File: config.mk
export PLATFORM = sky130hd
export DESIGN_NAME = ptw_multi_req_tracker
export DESIGN_NICKNAME = d
export VERILOG_FILES = /design/src/rtl/ptw_mon_pkg.sv /design/src/rtl/ptw_chan_tracker.sv /design/src/rtl/ptw_multi_req_tracker.sv
export SDC_FILE = /design/constraint.sdc
export NUM_CORES = 1
export LEC_CHECK = 0
export ABC_AREA = 1
export CAP_MARGIN = 20
export CORE_MARGIN = 1.5
export CORE_UTILIZATION = 55
export CTS_CLUSTER_SIZE = 16
export DETAILED_ROUTE_END_ITERATION = 16
export PLACE_DENSITY_LB_ADDON = 0.08
export SYNTH_ARGS = -nofsm -noshare
export SYNTH_HDL_FRONTEND = slang
export SYNTH_SLANG_ARGS = --single-unit
export TNS_END_PERCENT = 20
File: constraint.sdc
create_clock -name clk -period 9.1 [get_ports clk]
set_input_delay 1.365 -clock clk [delete_from_list [all_inputs] [get_ports clk]]
set_output_delay 1.365 -clock clk [all_outputs]
set_load 0.005 [all_outputs]
File: src/rtl/ptw_mon_pkg.sv
// Shared types and constants for the PTW transaction monitor.
package ptw_mon_pkg;

  typedef enum logic [1:0] {
    EvtHit     = 2'd0,
    EvtMiss    = 2'd1,
    EvtAe      = 2'd2,
    EvtTimeout = 2'd3
  } evt_kind_e;

  // Channel walk state
  typedef logic [0:0] chan_state_t;
  localparam chan_state_t StIdle = 1'b0;
  localparam chan_state_t StWait = 1'b1;

  // PTE permission bit positions: {d,a,g,u,x,w,r,v}
  localparam int unsigned PermV = 0;
  localparam int unsigned PermR = 1;
  localparam int unsigned PermW = 2;
  localparam int unsigned PermX = 3;
  localparam int unsigned PermU = 4;
  localparam int unsigned PermG = 5;
  localparam int unsigned PermA = 6;
  localparam int unsigned PermD = 7;

  // Fixed-width part of an event record; width-parametric fields travel alongside it.
  typedef struct packed {
    evt_kind_e  kind;
    logic [7:0] perm;
  } evt_hdr_t;

endpackage

File: src/rtl/ptw_chan_tracker.sv
// One PTW requestor channel: walk FSM, latency timer, classification and 1-deep pending slot.
module ptw_chan_tracker
  import ptw_mon_pkg::*;
#(
  parameter int unsigned VPN_W   = 27,
  parameter int unsigned PPN_W   = 44,
  parameter int unsigned LAT_W   = 16,
  parameter int unsigned TIMEOUT = 1024
) (
  input  logic             clk,
  input  logic             rst_n,
  input  logic             mon_en,
  input  logic             fire,
  input  logic [VPN_W-1:0] vpn,
  input  logic             resp_valid,
  input  logic             resp_ae,
  input  logic [PPN_W-1:0] resp_ppn,
  input  logic [7:0]       resp_perm,
  input  logic             slot_pop,
  output logic             slot_full,
  output evt_hdr_t         slot_hdr,
  output logic [VPN_W-1:0] slot_vpn,
  output logic [PPN_W-1:0] slot_ppn,
  output logic [LAT_W-1:0] slot_lat,
  output logic             new_evt,
  output evt_kind_e        new_kind,
  output logic [LAT_W-1:0] new_lat,
  output logic             new_drop,
  output logic             perr
);

  chan_state_t      state_q, state_d;
  logic [LAT_W-1:0] lat_q, lat_d, lat_inc;
  logic [VPN_W-1:0] vpn_q, vpn_d;
  logic             in_wait, tmo, start;
  logic [PPN_W-1:0] new_ppn;
  logic [7:0]       new_perm;

  logic             slot_full_q, slot_full_d;
  evt_hdr_t         slot_hdr_q, slot_hdr_d;
  logic [VPN_W-1:0] slot_vpn_q, slot_vpn_d;
  logic [PPN_W-1:0] slot_ppn_q, slot_ppn_d;
  logic [LAT_W-1:0] slot_lat_q, slot_lat_d;

  // Walk completion detection and classification.
  always_comb begin
    in_wait = (state_q == StWait);
    lat_inc = (&lat_q) ? lat_q : lat_q + 1'b1;
    tmo     = in_wait && !resp_valid && (lat_q == LAT_W'(TIMEOUT - 1));
    new_evt = (in_wait && resp_valid) || tmo;
    if (tmo)                         new_kind = EvtTimeout;
    else if (resp_ae)                new_kind = EvtAe;
    else if (!resp_perm[PermV])      new_kind = EvtMiss;
    else                             new_kind = EvtHit;
    new_lat  = lat_inc;
    new_ppn  = (new_kind == EvtHit) ? resp_ppn : '0;
    new_perm = (new_kind == EvtHit || new_kind == EvtMiss) ? resp_perm : '0;
    perr     = (!in_wait && resp_valid) || (in_wait && fire && !resp_valid);
    // A completing walk may hand over to a new one in the same cycle.
    start    = fire && mon_en && (!in_wait || resp_valid);
  end

  // Next-state for the walk FSM and latency counter.
  always_comb begin
    state_d = state_q;
    lat_d   = lat_q;
    vpn_d   = vpn_q;
    if (start) begin
      state_d = StWait;
      lat_d   = '0;
      vpn_d   = vpn;
    end else if (new_evt) begin
      state_d = StIdle;
    end else if (in_wait) begin
      lat_d = lat_inc;
    end
  end

  // Pending slot: refill allowed on the cycle it drains, otherwise a new event is dropped.
  always_comb begin
    new_drop    = new_evt && slot_full_q && !slot_pop;
    slot_full_d = slot_full_q && !slot_pop;
    slot_hdr_d  = slot_hdr_q;
    slot_vpn_d  = slot_vpn_q;
    slot_ppn_d  = slot_ppn_q;
    slot_lat_d  = slot_lat_q;
    if (new_evt && !new_drop) begin
      slot_full_d     = 1'b1;
      slot_hdr_d.kind = new_kind;
      slot_hdr_d.perm = new_perm;
      slot_vpn_d      = vpn_q;
      slot_ppn_d      = new_ppn;
      slot_lat_d      = new_lat;
    end
  end

  // State registers.
  always_ff @(posedge clk or negedge rst_n) begin
    if (!rst_n) begin
      state_q     <= StIdle;
      lat_q       <= '0;
      vpn_q       <= '0;
      slot_full_q <= 1'b0;
      slot_hdr_q  <= '0;
      slot_vpn_q  <= '0;
      slot_ppn_q  <= '0;
      slot_lat_q  <= '0;
    end else begin
      state_q     <= state_d;
      lat_q       <= lat_d;
      vpn_q       <= vpn_d;
      slot_full_q <= slot_full_d;
      slot_hdr_q  <= slot_hdr_d;
      slot_vpn_q  <= slot_vpn_d;
      slot_ppn_q  <= slot_ppn_d;
      slot_lat_q  <= slot_lat_d;
    end
  end

  assign slot_full = slot_full_q;
  assign slot_hdr  = slot_hdr_q;
  assign slot_vpn  = slot_vpn_q;
  assign slot_ppn  = slot_ppn_q;
  assign slot_lat  = slot_lat_q;

endmodule

File: src/rtl/ptw_multi_req_tracker.sv
// Observational PTW tracker: per-channel walk trackers, round-robin event stream, statistics.
module ptw_multi_req_tracker
  import ptw_mon_pkg::*;
#(
  parameter int unsigned NUM_REQ = 2,
  parameter int unsigned VPN_W   = 27,
  parameter int unsigned PPN_W   = 44,
  parameter int unsigned LAT_W   = 16,
  parameter int unsigned CNT_W   = 32,
  parameter int unsigned TIMEOUT = 1024,
  localparam int unsigned IdW    = (NUM_REQ > 1) ? $clog2(NUM_REQ) : 1
) (
  input  logic                     clk,
  input  logic                     rst_n,
  input  logic                     mon_en,
  input  logic                     cnt_clr,
  input  logic [NUM_REQ-1:0]       req_valid,
  input  logic [NUM_REQ-1:0]       req_ready,
  input  logic [NUM_REQ*VPN_W-1:0] req_vpn,
  input  logic [NUM_REQ-1:0]       resp_valid,
  input  logic [NUM_REQ-1:0]       resp_ae,
  input  logic [NUM_REQ*PPN_W-1:0] resp_ppn,
  input  logic [NUM_REQ*8-1:0]     resp_perm,
  output logic                     evt_valid,
  input  logic                     evt_ready,
  output logic [IdW-1:0]           evt_id,
  output logic [1:0]               evt_kind,
  output logic [VPN_W-1:0]         evt_vpn,
  output logic [PPN_W-1:0]         evt_ppn,
  output logic [7:0]               evt_perm,
  output logic [LAT_W-1:0]         evt_lat,
  output logic [CNT_W-1:0]         hit_cnt,
  output logic [CNT_W-1:0]         miss_cnt,
  output logic [CNT_W-1:0]         ae_cnt,
  output logic [CNT_W-1:0]         tmo_cnt,
  output logic [CNT_W-1:0]         drop_cnt,
  output logic [CNT_W-1:0]         perr_cnt,
  output logic [LAT_W-1:0]         max_lat
);

  logic [NUM_REQ-1:0] fire, slot_full, slot_pop, new_evt, new_drop, perr;
  evt_hdr_t           slot_hdr [NUM_REQ];
  logic [VPN_W-1:0]   slot_vpn [NUM_REQ];
  logic [PPN_W-1:0]   slot_ppn [NUM_REQ];
  logic [LAT_W-1:0]   slot_lat [NUM_REQ];
  evt_kind_e          new_kind [NUM_REQ];
  logic [LAT_W-1:0]   new_lat  [NUM_REQ];

  assign fire = req_valid & req_ready;

  for (genvar g = 0; g < NUM_REQ; g++) begin : g_chan
    ptw_chan_tracker #(
      .VPN_W  (VPN_W),
      .PPN_W  (PPN_W),
      .LAT_W  (LAT_W),
      .TIMEOUT(TIMEOUT)
    ) u_chan (
      .clk       (clk),
      .rst_n     (rst_n),
      .mon_en    (mon_en),
      .fire      (fire[g]),
      .vpn       (req_vpn[g*VPN_W +: VPN_W]),
      .resp_valid(resp_valid[g]),
      .resp_ae   (resp_ae[g]),
      .resp_ppn  (resp_ppn[g*PPN_W +: PPN_W]),
      .resp_perm (resp_perm[g*8 +: 8]),
      .slot_pop  (slot_pop[g]),
      .slot_full (slot_full[g]),
      .slot_hdr  (slot_hdr[g]),
      .slot_vpn  (slot_vpn[g]),
      .slot_ppn  (slot_ppn[g]),
      .slot_lat  (slot_lat[g]),
      .new_evt   (new_evt[g]),
      .new_kind  (new_kind[g]),
      .new_lat   (new_lat[g]),
      .new_drop  (new_drop[g]),
      .perr      (perr[g])
    );
  end

  // ---------------- Output stage and arbiter ----------------
  logic             evt_valid_q;
  logic [IdW-1:0]   evt_id_q, id_next, ptr_q, start_idx, sel;
  evt_hdr_t         evt_hdr_q;
  logic [VPN_W-1:0] evt_vpn_q;
  logic [PPN_W-1:0] evt_ppn_q;
  logic [LAT_W-1:0] evt_lat_q;
  logic [NUM_REQ-1:0] busy, cand;
  logic             hs, load, found;
  int unsigned      arb_idx;

  // Round-robin pick among full slots; the slot currently presented is never re-picked.
  always_comb begin
    hs        = evt_valid_q && evt_ready;
    load      = !evt_valid_q || evt_ready;
    id_next   = (evt_id_q == IdW'(NUM_REQ - 1)) ? '0 : evt_id_q + 1'b1;
    start_idx = hs ? id_next : ptr_q;
    busy      = '0;
    slot_pop  = '0;
    if (evt_valid_q) busy[evt_id_q] = 1'b1;
    if (hs) slot_pop[evt_id_q] = 1'b1;
    cand    = slot_full & ~busy;
    found   = 1'b0;
    sel     = '0;
    arb_idx = 0;
    for (int unsigned k = 0; k < NUM_REQ; k++) begin
      arb_idx = (int'(start_idx) + k) % NUM_REQ;
      if (!found && cand[arb_idx]) begin
        found = 1'b1;
        sel   = IdW'(arb_idx);
      end
    end
  end

  // Event output register; contents held while the consumer stalls.
  always_ff @(posedge clk or negedge rst_n) begin
    if (!rst_n) begin
      evt_valid_q <= 1'b0;
      evt_id_q    <= '0;
      ptr_q       <= '0;
      evt_hdr_q   <= '0;
      evt_vpn_q   <= '0;
      evt_ppn_q   <= '0;
      evt_lat_q   <= '0;
    end else begin
      if (hs) ptr_q <= id_next;
      if (load) begin
        evt_valid_q <= found;
        if (found) begin
          evt_id_q  <= sel;
          evt_hdr_q <= slot_hdr[sel];
          evt_vpn_q <= slot_vpn[sel];
          evt_ppn_q <= slot_ppn[sel];
          evt_lat_q <= slot_lat[sel];
        end
      end
    end
  end

  assign evt_valid = evt_valid_q;
  assign evt_id    = evt_id_q;
  assign evt_kind  = evt_hdr_q.kind;
  assign evt_perm  = evt_hdr_q.perm;
  assign evt_vpn   = evt_vpn_q;
  assign evt_ppn   = evt_ppn_q;
  assign evt_lat   = evt_lat_q;

  // ---------------- Statistics ----------------
  logic [3:0]       hit_inc, miss_inc, ae_inc, tmo_inc, drop_inc, perr_inc;
  logic [LAT_W-1:0] lat_peak;

  function automatic logic [CNT_W-1:0] sat_add(input logic [CNT_W-1:0] a, input logic [3:0] b);
    logic [CNT_W:0] s;
    s = {1'b0, a} + {{(CNT_W - 3){1'b0}}, b};
    return s[CNT_W] ? '1 : s[CNT_W-1:0];
  endfunction

  // Per-cycle popcount of event classes across channels and running latency peak.
  always_comb begin
    hit_inc  = '0;
    miss_inc = '0;
    ae_inc   = '0;
    tmo_inc  = '0;
    drop_inc = '0;
    perr_inc = '0;
    lat_peak = max_lat;
    for (int unsigned i = 0; i < NUM_REQ; i++) begin
      drop_inc = drop_inc + {3'b0, new_drop[i]};
      perr_inc = perr_inc + {3'b0, perr[i]};
      if (new_evt[i]) begin
        case (new_kind[i])
          EvtHit:     hit_inc  = hit_inc + 4'd1;
          EvtMiss:    miss_inc = miss_inc + 4'd1;
          EvtAe:      ae_inc   = ae_inc + 4'd1;
          EvtTimeout: tmo_inc  = tmo_inc + 4'd1;
          default:    ;
        endcase
        if (new_lat[i] > lat_peak) lat_peak = new_lat[i];
      end
    end
  end

  // Saturating counters; clear takes priority over same-cycle increments.
  always_ff @(posedge clk or negedge rst_n) begin
    if (!rst_n) begin
      hit_cnt  <= '0;
      miss_cnt <= '0;
      ae_cnt   <= '0;
      tmo_cnt  <= '0;
      drop_cnt <= '0;
      perr_cnt <= '0;
      max_lat  <= '0;
    end else if (cnt_clr) begin
      hit_cnt  <= '0;
      miss_cnt <= '0;
      ae_cnt   <= '0;
      tmo_cnt  <= '0;
      drop_cnt <= '0;
      perr_cnt <= '0;
      max_lat  <= '0;
    end else begin
      hit_cnt  <= sat_add(hit_cnt, hit_inc);
      miss_cnt <= sat_add(miss_cnt, miss_inc);
      ae_cnt   <= sat_add(ae_cnt, ae_inc);
      tmo_cnt  <= sat_add(tmo_cnt, tmo_inc);
      drop_cnt <= sat_add(drop_cnt, drop_inc);
      perr_cnt <= sat_add(perr_cnt, perr_inc);
      max_lat  <= lat_peak;
    end
  end

endmodule

==> results of run 1 <==
cell families after synthesis:
kind of cell | share of synthesized area
AND/OR/NAND/NOR | 0.2762
multiplexers | 0.01001
AO/OA/AOI/OAI | 0.08914
adder cells (fa/ha/maj) | 0.02373
flip-flops | 0.4877
XOR/XNOR | 0.02855
buffers and inverters | 0.08469
metal layers:
metal,GRT usage,up-vias,wire length [µm]
met4,0.1254,8,3562
li1,-,13320,-
met5,0,-,41
met2,0.5256,1035,43740
met1,0.4633,13410,40790
met3,0.07751,188,8487
critical path, delay by kind of cell (launching register included):
kind                     cells  cell delay (ns)
AO/OA/AOI/OAI                4             0.72
buffers and inverters        4             0.55
AND/OR/NAND/NOR             17             2.67
adder cells (fa/ha/maj)      3             0.87
flip-flops                   1             0.42
registers in the layout (all words and copies together) (netlist names), 2 cells and up:
signal,cells
evt_lat,16
ae_cnt,32
evt_ppn,44
g_chan.u_chan.in_wait,2
drop_cnt,32
g_chan.u_chan.slot_vpn,54
g_chan.u_chan.vpn_q,54
perr_cnt,32
evt_kind,2
g_chan.u_chan.slot_lat,32
g_chan.u_chan.slot_full,2
tmo_cnt,32
g_chan.u_chan.slot_hdr,20
miss_cnt,32
g_chan.u_chan.slot_ppn,88
hit_cnt,32
max_lat,16
g_chan.u_chan.lat_q,32
evt_vpn,27
evt_perm,8
metrics by stage:
| step | power [mW] | setup slack, ns | util |
|---|---|---|---|
| floorplan | 5.343 | 4.652 | - |
| global placement | 6.559 | 3.442 | 0.6558 |
| detailed placement | 6.630 | 3.263 | 0.6558 |
| CTS | 9.425 | 3.863 | 0.6972 |
| global route | 9.920 | 3.209 | 0.6977 |
| finish | 9.388 | 3.769 | 0.6979 |
path summary, 6_finish.rpt:
kind	from	endpoint	slack [ns]	cells past startpoint
min in group asynchronous	rst_n	g_chan[0].u_chan.lat_q[2]	0.71	1
max in group asynchronous	rst_n	drop_cnt[10]	6.95	2
max reg2reg	g_chan[0].u_chan.lat_q[0]	max_lat[6]	3.77	28
max	g_chan[0].u_chan.lat_q[0]	max_lat[6]	3.77	28
min reg2reg	g_chan[0].u_chan.vpn_q[7]	g_chan[0].u_chan.slot_vpn[7]	0.44	2
min	g_chan[0].u_chan.vpn_q[7]	g_chan[0].u_chan.slot_vpn[7]	0.44	2
layout by cell type, fill, tap and decap left out, types with 5 or more instances in the layout:
cell type,instances
diode_2,14
inv_1,490
bufinv_16,10
a21oi_1,285
clkbuf_8,16
nand3_1,307
xor2_1,66
mux2_2,27
nor2_4,5
dfrtp_1,592
and2_1,16
xnor2_1,33
or2_2,38
nand2_1,1069
o22ai_1,23
buf_4,23
o21ai_0,195
ha_1,48
clkinv_2,12
nand2_2,9
nor2_1,356
clkbuf_16,61
nand4_1,50
clkbuf_1,8
nor3_1,82
nand3b_1,15
nor3b_1,11
a31oi_1,8
clkdlybuf4s50_1,474
fa_1,6
layout make-up:
class                   instances  area share
multi-input cells            2679      0.3437
inverters                     499     0.04965
clock buffers                  85     0.04694
diodes                         14   0.0009256
well taps                     696     0.02301
repair buffers                502      0.1320
flip-flops and latches        592      0.3914
clock inverters                27     0.01233
power groups by stage:
stage	clock (mW)	sequential, mW	combinational (mW)
floorplan	0	3.67	1.67
global placement	0	3.72	2.84
detailed placement	0	3.73	2.90
CTS	2.80	3.70	2.93
global route	2.91	3.78	3.23
finish	2.76	3.70	2.92
==> out/results.txt, run 1 <==
Status - finished clean
1st-pass router iterations - 6
Crit. End Element - register
Multi-input gate area - 0.01301 mm²
Antenna Nets Post-Route - 0
Worst Path Required - 9.66 ns
Clock Power Share - 0.294
Fillers - 4463
Skew-Pair Late Insertion Delay - 0.66 ns
Post-synth top flop - dfrtp_1
Pin count of the biggest net entering global routing - 158
Sw frac - 0.3479
Max stage delay on crit path - 0.42 ns
Yosys warns - 0
Post-synth EDFFs - 0
Register area share after synthesis - 0.4877
Final Max Tran Viols - 0
Post-synth top area share - 0.4877
Vias in the first global route - 26270
Post-CTS setup buffer count - 0
RSZ-0062 raised after global routing - no
Minimum clock period - 5.331 ns
CTS sink count - 592
DP HPWL - 68.15 mm
Top post-synthesis cells by count - nand2_1, dfrtp_1, inv_1, nor2_1, nand3_1
Sequential power share - 0.395
Vias after detailed routing - 27960
Net Sw Power - 3.266 mW
Row Count - 85
IO Count - 478
Comb pwr share - 0.311
WL/cell - 18.97 µm
Clk_skew - 0.04193 ns
P&R area growth vs syn - 24.62%
Synthesized net count - 4140
Rel. slew slack - 0.2881
CTS tree - done
Clk slew on worst S/H paths - 0.06 ns
WHS - 0.4429 ns
Die area - 0.05664 mm²
Reg area - 0.01481 mm²
Final period utilization - 0.5858
Initial antenna violation count - 15
Worst path slowest cell - dfrtp_1
Post-Route WL - 96.61 mm
Post-route insts no fill - 5094
Layout cells sized above 1 - 0.05383
Port bufs - 477
DIE HEIGHT - 238 µm
Max Root-Sink Buffers - 3
Via density - 5.489
Leakage dissipation - 17.99 nW
Worst Max-Slew Pin Slew - 1.068 ns
First-pass GRT wire length - 149.4 mm
CTS buffer count - 61
Maximum clock rate - 187.6 MHz
Maximum VDD drop - 0.2295 mV
WP data arrival - 5.89 ns
Syn_area_per_cell - 7.758 µm²
Crit path top cell by count - nand2_1
Fraction of registers with async set/reset - 1.000
Final instance area - 0.03785 mm²
Setup crit start kind - register
Mapped Cells - 3915
Final-stage net count - 4560
Gr usage total - 0.3377
Post-CTS Resized - 0
Max-cap check violation count - 0
Post-DP Area - 0.03557 mm²
Seq cells post-synth - 592
Hold buffer count at CTS - 0
Placed cell count - 4968
DRC violations left - 0
Crit Path Category - register to register
Die Wd - 238 µm
GRT Residual Overflow - 0
Initial Utilization - 0.5600
H-tree depth - 2
Post-Syn Area - 0.03037 mm²
Setup violators final - 0
Area leader, netlist - dfrtp_1
Root Driver - clkbuf_16
Internal power - 6.122 mW
Initial DRC Count - 2203
Count leader, synth - nand2_1
Core Area - 0.05424 mm²
Worst hold-check path type - register to register
Power per Cell Area - 248.0 mW/mm²
Fin. Hold Viols - 0
Top area cells in the synthesized netlist - dfrtp_1, nand2_1, inv_1, nand3_1, a21oi_1
Unique masters post-synth - 44
CP max FO - 17
GP Congestion - 0.9726
TNS Setup - 0 ns
Note: power is estimated with default switching activity, not from simulation.
==> run 2: changes to the inputs <==
CORE_UTILIZATION = 49   (was 55)
clock period = 4.6 ns   (was 9.1 ns; I/O delays follow)
==> run 2 against run 1 <==
Against the previous run: clock-buffer cell count is 5 higher; critical path depth is 1 higher; clock skew is 0.012 ns lower; largest cell class unchanged; hold slack worse by 0.25 ns; routed wire length is 0.69% higher; critical path type unchanged; fmax is 25% higher.
==> out/results.txt, run 2 (same netlist as run 1, synthesis figures left out) <==
Status - finished clean
P&R area growth vs syn - 26.55%
Gr usage total - 0.3051
H-tree depth - 3
Delay-heaviest family, CP - simple AND/OR/NAND/NOR gates
GR Layer Usage met3 - 0.08656
Reg area - 0.01482 mm²
Crit path depth - 29
Most frequent cells in the layout - nand2_1, dfrtp_1, inv_1, clkdlybuf4s50_1, nor2_1
Multi-input gate area - 0.01308 mm²
Minimum clock period - 4.252 ns
Final Max Tran Viols - 0
Port bufs - 477
Clk slew on worst S/H paths - 0.06 ns
DIE HEIGHT - 252.0 µm
Row Count - 91
Power per Cell Area - 488.4 mW/mm²
Post-DP Area - 0.03609 mm²
IO Count - 478
CP max FO - 15
Final period utilization - 0.9243
DP HPWL - 67.97 mm
Rel. slew slack - 0.3658
Antenna diode count - 0
Pin count of the biggest net entering global routing - 108
WL/cell - 18.60 µm
CTS buffer count - 68
Clk_skew - 0.03026 ns
Skew-Pair Late Insertion Delay - 0.62 ns
Initial DRC Count - 2110
FF-to-FF setup slack - 0.35 ns
Worst hold-check path type - input port to asynchronous set/reset pin
Worst Max-Slew Pin Slew - 0.9512 ns
Die Wd - 252.0 µm
Commonest non-fill, non-tap cell in the layout - nand2_1
Max Root-Sink Buffers - 3
Buffers and inverters on the worst path - 7
Max-cap check violation count - 0
Reg2reg start - g_chan[0].u_chan.lat_q[1]
Worst Path Required - 5.14 ns
Max reg flops - 88
CTS sink count - 592
Maximum VDD drop - 0.7097 mV
WHS - 0.1908 ns
RSZ-0062 raised after global routing - no
Final instance area - 0.03844 mm²
Initial Utilization - 0.4940
CTS tree - done
GP Congestion - 0.9968
WP data arrival - 4.79 ns
Busiest grt layer - met2
Met2 Track Usage GR - 0.4797
Setup violators final - 0
1st-pass router iterations - 5
Hold buffer count at CTS - 0
Post-Route WL - 97.28 mm
Leakage dissipation - 18.27 nW
GRT Residual Overflow - 0
Antenna Nets Post-Route - 0
Max stage delay on crit path - 0.43 ns
Maximum clock rate - 235.2 MHz
Initial antenna violation count - 10
Setup crit start kind - register
First-pass GRT wire length - 151.9 mm
Met1 Track Usage GR - 0.4022
Core Area - 0.06148 mm²
Die area - 0.06349 mm²
Crit Path Category - register to register
Vias in the first global route - 26760
Final-stage net count - 4618
Worst reg2reg path depth - 29
Fin. Hold Viols - 0
Crit path top cell by count - nand2_1
Fillers - 5516
Root Driver - clkbuf_16
Worst path slowest cell - dfrtp_2
Crit. End Element - register
Layout cells sized above 1 - 0.06938
Reg2reg end - max_lat[3]
DRC violations left - 0
Via density - 5.270
Vias after detailed routing - 27560
[run 2: cell count changes in the layout (fill, tap and decap cells not counted), sizes merged]
cell | before | now
inv | 497 | 496
clkbuf | 85 | 90
diode | 14 | 0
nand2 | 1079 | 1080
clkinvlp | 2 | 3
buf | 28 | 78
clkinv | 17 | 22
bufinv | 10 | 4
[run 2: final cells by class]
type,instances,share of cell area
multi-input combinational,2680,0.3404
clock inverter,26,0.007357
sequential,592,0.3855
inverter,499,0.04896
timing repair buffer,552,0.1415
tap,790,0.02572
clock buffer,90,0.05065
[run 2: worst max-delay path by stage]
stage	start	to
finish	g_chan[0].u_chan.lat_q[1]	max_lat[3]
global route	g_chan[0].u_chan.lat_q[1]	max_lat[5]
CTS	g_chan[0].u_chan.lat_q[1]	max_lat[14]
detailed placement	g_chan[0].u_chan.lat_q[0]	max_lat[8]
global placement	g_chan[0].u_chan.lat_q[0]	max_lat[3]
floorplan	g_chan[0].u_chan.lat_q[0]	max_lat[5]
[run 2: per-stage QoR]
step                total power, mW  TNS (ns)  instances  utilization  worst slack [ns]
floorplan                     10.57         0       3915            -            0.4710
finish                        18.77         0       5229       0.6252            0.3484
detailed placement            13.32   -0.3412       5107       0.5870          -0.03200
global placement              13.20         0       5107       0.5870          0.008331
global route                  19.93         0       5229       0.6252          0.009631
CTS                           18.83         0       5223       0.6233           0.03263
[run 2: report_power, final]
part	internal, mW	switching (mW)
Clock	3.21	2.25
Sequential	6.56	0.796
Combinational	2.44	3.52
Total	12.2	6.56
[run 2: timing repair]
action / in CTS / in global routing
endpoints found under the setup margin: 16 / 20
pin swaps: 0 / 2
setup buffers: 0 / 5
cloned: 0 / 1
gates resized for setup: 1 / 23
[run 2: routing by layer]
metal	wire length, µm	up-vias
li1	-	13420
met3	8449	222
met1	41190	13020
met5	134	-
met4	3598	20
met2	43900	878
[run 2: worst reg2reg max path: cells and delay by family (launching register included)]
family	cells	cell delay, ns
AO/OA/AOI/OAI	1	0.07
adder cells (fa/ha/maj)	3	0.83
buffers and inverters	7	0.80
flip-flops	1	0.43
AND/OR/NAND/NOR	18	2.06
==> run 3: changes to the inputs <==
ABC_AREA = 0   (was 1)
CORE_UTILIZATION = 55   (was 49)
GPL_ROUTABILITY_DRIVEN = 0   (was not set)
clock period = 4.9 ns   (was 4.6 ns; I/O delays follow)
==> run 3 against run 2 <==
Against the previous run: the flow now finishes with violations (negative setup slack); global-route usage increased by 0.16 points; worst setup slack got worse by 0.61 ns; die area decreased by 19%; core utilization increased by 11 points; total power decreased by 14%; routed wire length decreased by 17%; clock skew increased by 0.0056 ns; flip-flop and latch count unchanged; clock-buffer cell count unchanged; synthesized cell count decreased by 34%; via count decreased by 19%; area after synthesis decreased by 9.0%.
==> out/results.txt, run 3 <==
WHS - 0.1598 ns
Via density - 5.837
Rel. slew slack - 0.2500
Port bufs - 477
Pin count of the biggest net entering global routing - 197
Clk_skew - 0.03587 ns
Final Max Tran Viols - 0
Final-stage net count - 3345
Top area cells in the synthesized netlist - dfrtp_1, mux2_2, mux2i_1, nand2_1, o21ai_0
Post-Route WL - 80.40 mm
Count leader, synth - dfrtp_1
CP max FO - 6
Crit. End Element - register
Reg2reg start - g_chan[0].u_chan.lat_q[13]
GRT Residual Overflow - 0
Clk slew on worst S/H paths - 0.06 ns
Leakage dissipation - 16.11 nW
Failing checks - negative setup slack
TNS Setup - -3.416 ns
Core Area - 0.04925 mm²
Setup crit start kind - register
Skew-Pair Late Insertion Delay - 0.64 ns
Initial antenna violation count - 4
Fraction of registers with async set/reset - 1.000
Antenna Nets Post-Route - 0
Die area - 0.05162 mm²
Worst reg2reg path depth - 22
RSZ-0062 raised after global routing - yes
Final period utilization - 1.053
WP data arrival - 5.72 ns
Post-synth top area share - 0.5359
Unique masters post-synth - 75
Synthesized net count - 2798
P&R area growth vs syn - 31.64%
Seq cells post-synth - 592
Post-synth EDFFs - 0
FF-to-FF setup slack - -0.26 ns
Root Driver - clkbuf_16
CTS buffer count - 60
Gr usage total - 0.3068
Maximum clock rate - 193.7 MHz
Max Root-Sink Buffers - 3
Mapped Cells - 2573
Minimum clock period - 5.162 ns
Post-Syn Area - 0.02765 mm²
DRC violations left - 0
First-pass GRT wire length - 124.1 mm
IO Count - 478
CTS sink count - 592
Final worst slack - -0.2616 ns
Max reg flops - 88
Vias after detailed routing - 22380
Die Wd - 227.2 µm
Vias in the first global route - 22750
Commonest non-fill, non-tap cell in the layout - dfrtp_1
Worst Max-Slew Pin Slew - 1.125 ns
Setup violators final - 16
Max-cap check violation count - 0
Fin. Hold Viols - 0
Area leader, netlist - dfrtp_1
Power per Cell Area - 445.8 mW/mm²
Pre-CTS WS - -0.3167 ns
Syn_area_per_cell - 10.74 µm²
Layout cells sized above 1 - 0.1548
Top post-synthesis cells by count - dfrtp_1, nand2_1, o21ai_0, a21oi_1, nand3_1
DIE HEIGHT - 227.2 µm
Worst Path Required - 5.46 ns
1st-pass router iterations - 5
Yosys warns - 0
Worst hold-check path type - input port to asynchronous set/reset pin
WL/cell - 20.96 µm
Reg2reg end - max_lat[12]
DP HPWL - 54.79 mm
Register area share after synthesis - 0.5359
Post-synth top flop - dfrtp_1
Initial DRC Count - 1561
Status - complete, but fails checks
Crit Path Category - register to register
Row Count - 81
Maximum VDD drop - 0.4252 mV
Fillers - 3475
Most frequent cells in the layout - dfrtp_1, clkdlybuf4s50_1, nand2_1, o21ai_0, a21oi_1
H-tree depth - 2
Initial Utilization - 0.5613
CTS tree - done
-- run 3: cell count changes after synthesis, moves of 104 or more --
| cell | previous run | this run |
|---|---|---|
| mux2i_1 | 0 | 109 |
| nand3_1 | 307 | 123 |
| nor2_1 | 356 | 77 |
| inv_1 | 491 | 83 |
| nand2_1 | 1070 | 279 |
| a21oi_1 | 285 | 181 |
-- run 3: final cells by class --
class / count / area (µm²) / area share
Inverter: 83 / 311.5 / 0.008561
Clock inverter: 18 / 272.8 / 0.007495
Tap cell: 664 / 830.8 / 0.02283
Sequential cell: 592 / 14820 / 0.4072
Multi-Input combinational cell: 1758 / 12310 / 0.3383
Clock buffer: 90 / 1784 / 0.04903
Antenna cell: 5 / 12.51 / 0.0003438
Timing Repair Buffer: 625 / 6050 / 0.1662
-- run 3: how the worst max path moves through the flow --
stage,from,endpoint,depth (start not counted)
2_1_floorplan,g_chan[0].u_chan.lat_q[8],max_lat[0],24
3_3_place_gp,g_chan[0].u_chan.lat_q[11],max_lat[15],20
3_5_place_dp,g_chan[0].u_chan.lat_q[1],max_lat[8],21
4_1_cts,g_chan[0].u_chan.lat_q[0],max_lat[9],22
5_1_grt,g_chan[0].u_chan.lat_q[0],max_lat[12],23
6_report,g_chan[0].u_chan.lat_q[13],max_lat[12],22
-- run 3: cells by family after synthesis --
| family | count (synthesis) | synth area share |
|---|---|---|
| AND/OR/NAND/NOR | 746 | 0.1355 |
| flip-flops | 592 | 0.5359 |
| AO/OA/AOI/OAI | 569 | 0.1281 |
| buffers and inverters | 224 | 0.03603 |
| multiplexers | 223 | 0.08590 |
| XOR/XNOR | 165 | 0.05255 |
| adder cells (fa/ha/maj) | 54 | 0.02607 |
-- run 3: per-stage QoR --
stage	instance area [µm²]	utilization	total power, mW	cells
after floorplan	27720	-	8.865	2573
after global placement	33750	0.6852	10.64	3704
after detailed placement	33750	0.6852	10.85	3704
after CTS	36110	0.7331	15.97	3820
after global routing	36380	0.7387	16.96	3832
final	36390	0.7389	16.22	3835
-- run 3: layer usage --
layer / vias up / wire [µm] / share of wire / GRT usage
met5: - / 10 / 0.00012 / 0
li1: 10210 / - / - / -
met2: 764 / 38060 / 0.47 / 0.4984
met1: 11220 / 32630 / 0.41 / 0.3967
met3: 193 / 6553 / 0.082 / 0.07241
met4: 2 / 3143 / 0.039 / 0.1256
-- run 3: worst max-delay path, cell delays in order, from the launching register on --
cell     delay [ns]
dfrtp_1        0.35
nand4_1        0.18
buf_4          0.20
nor4_4         0.23
buf_4          0.17
nor2_1         0.05
xnor2_1        0.23
inv_1          0.12
ha_1           0.33
nand4_1        0.19
nor4_4         0.33
o21ai_2        0.13
and3_4         0.23
buf_12         0.13
nor4b_4        0.31
or2_1          0.20
ha_4           0.22
and4_4         0.15
and2_4         0.13
o21a_1         0.17
or4_4          0.63
a31o_4         0.27
a31oi_1        0.14
-- run 3: repair_timing --
action	CTS	global route
buffers inserted	6	10
hold buffers	0	0
endpoints found under the hold margin	0	0
pin swaps	18	29
setup endpoints to repair	16	16
gates cloned	2	0
gates resized for setup	48	40
-- run 3: power breakdown --
group	switching, mW	leakage (nW)	internal [mW]	total, mW
clock	1.95	1.01	2.78	4.72
sequential	0.532	7.90	5.76	6.29
combinational	2.58	7.20	2.63	5.21
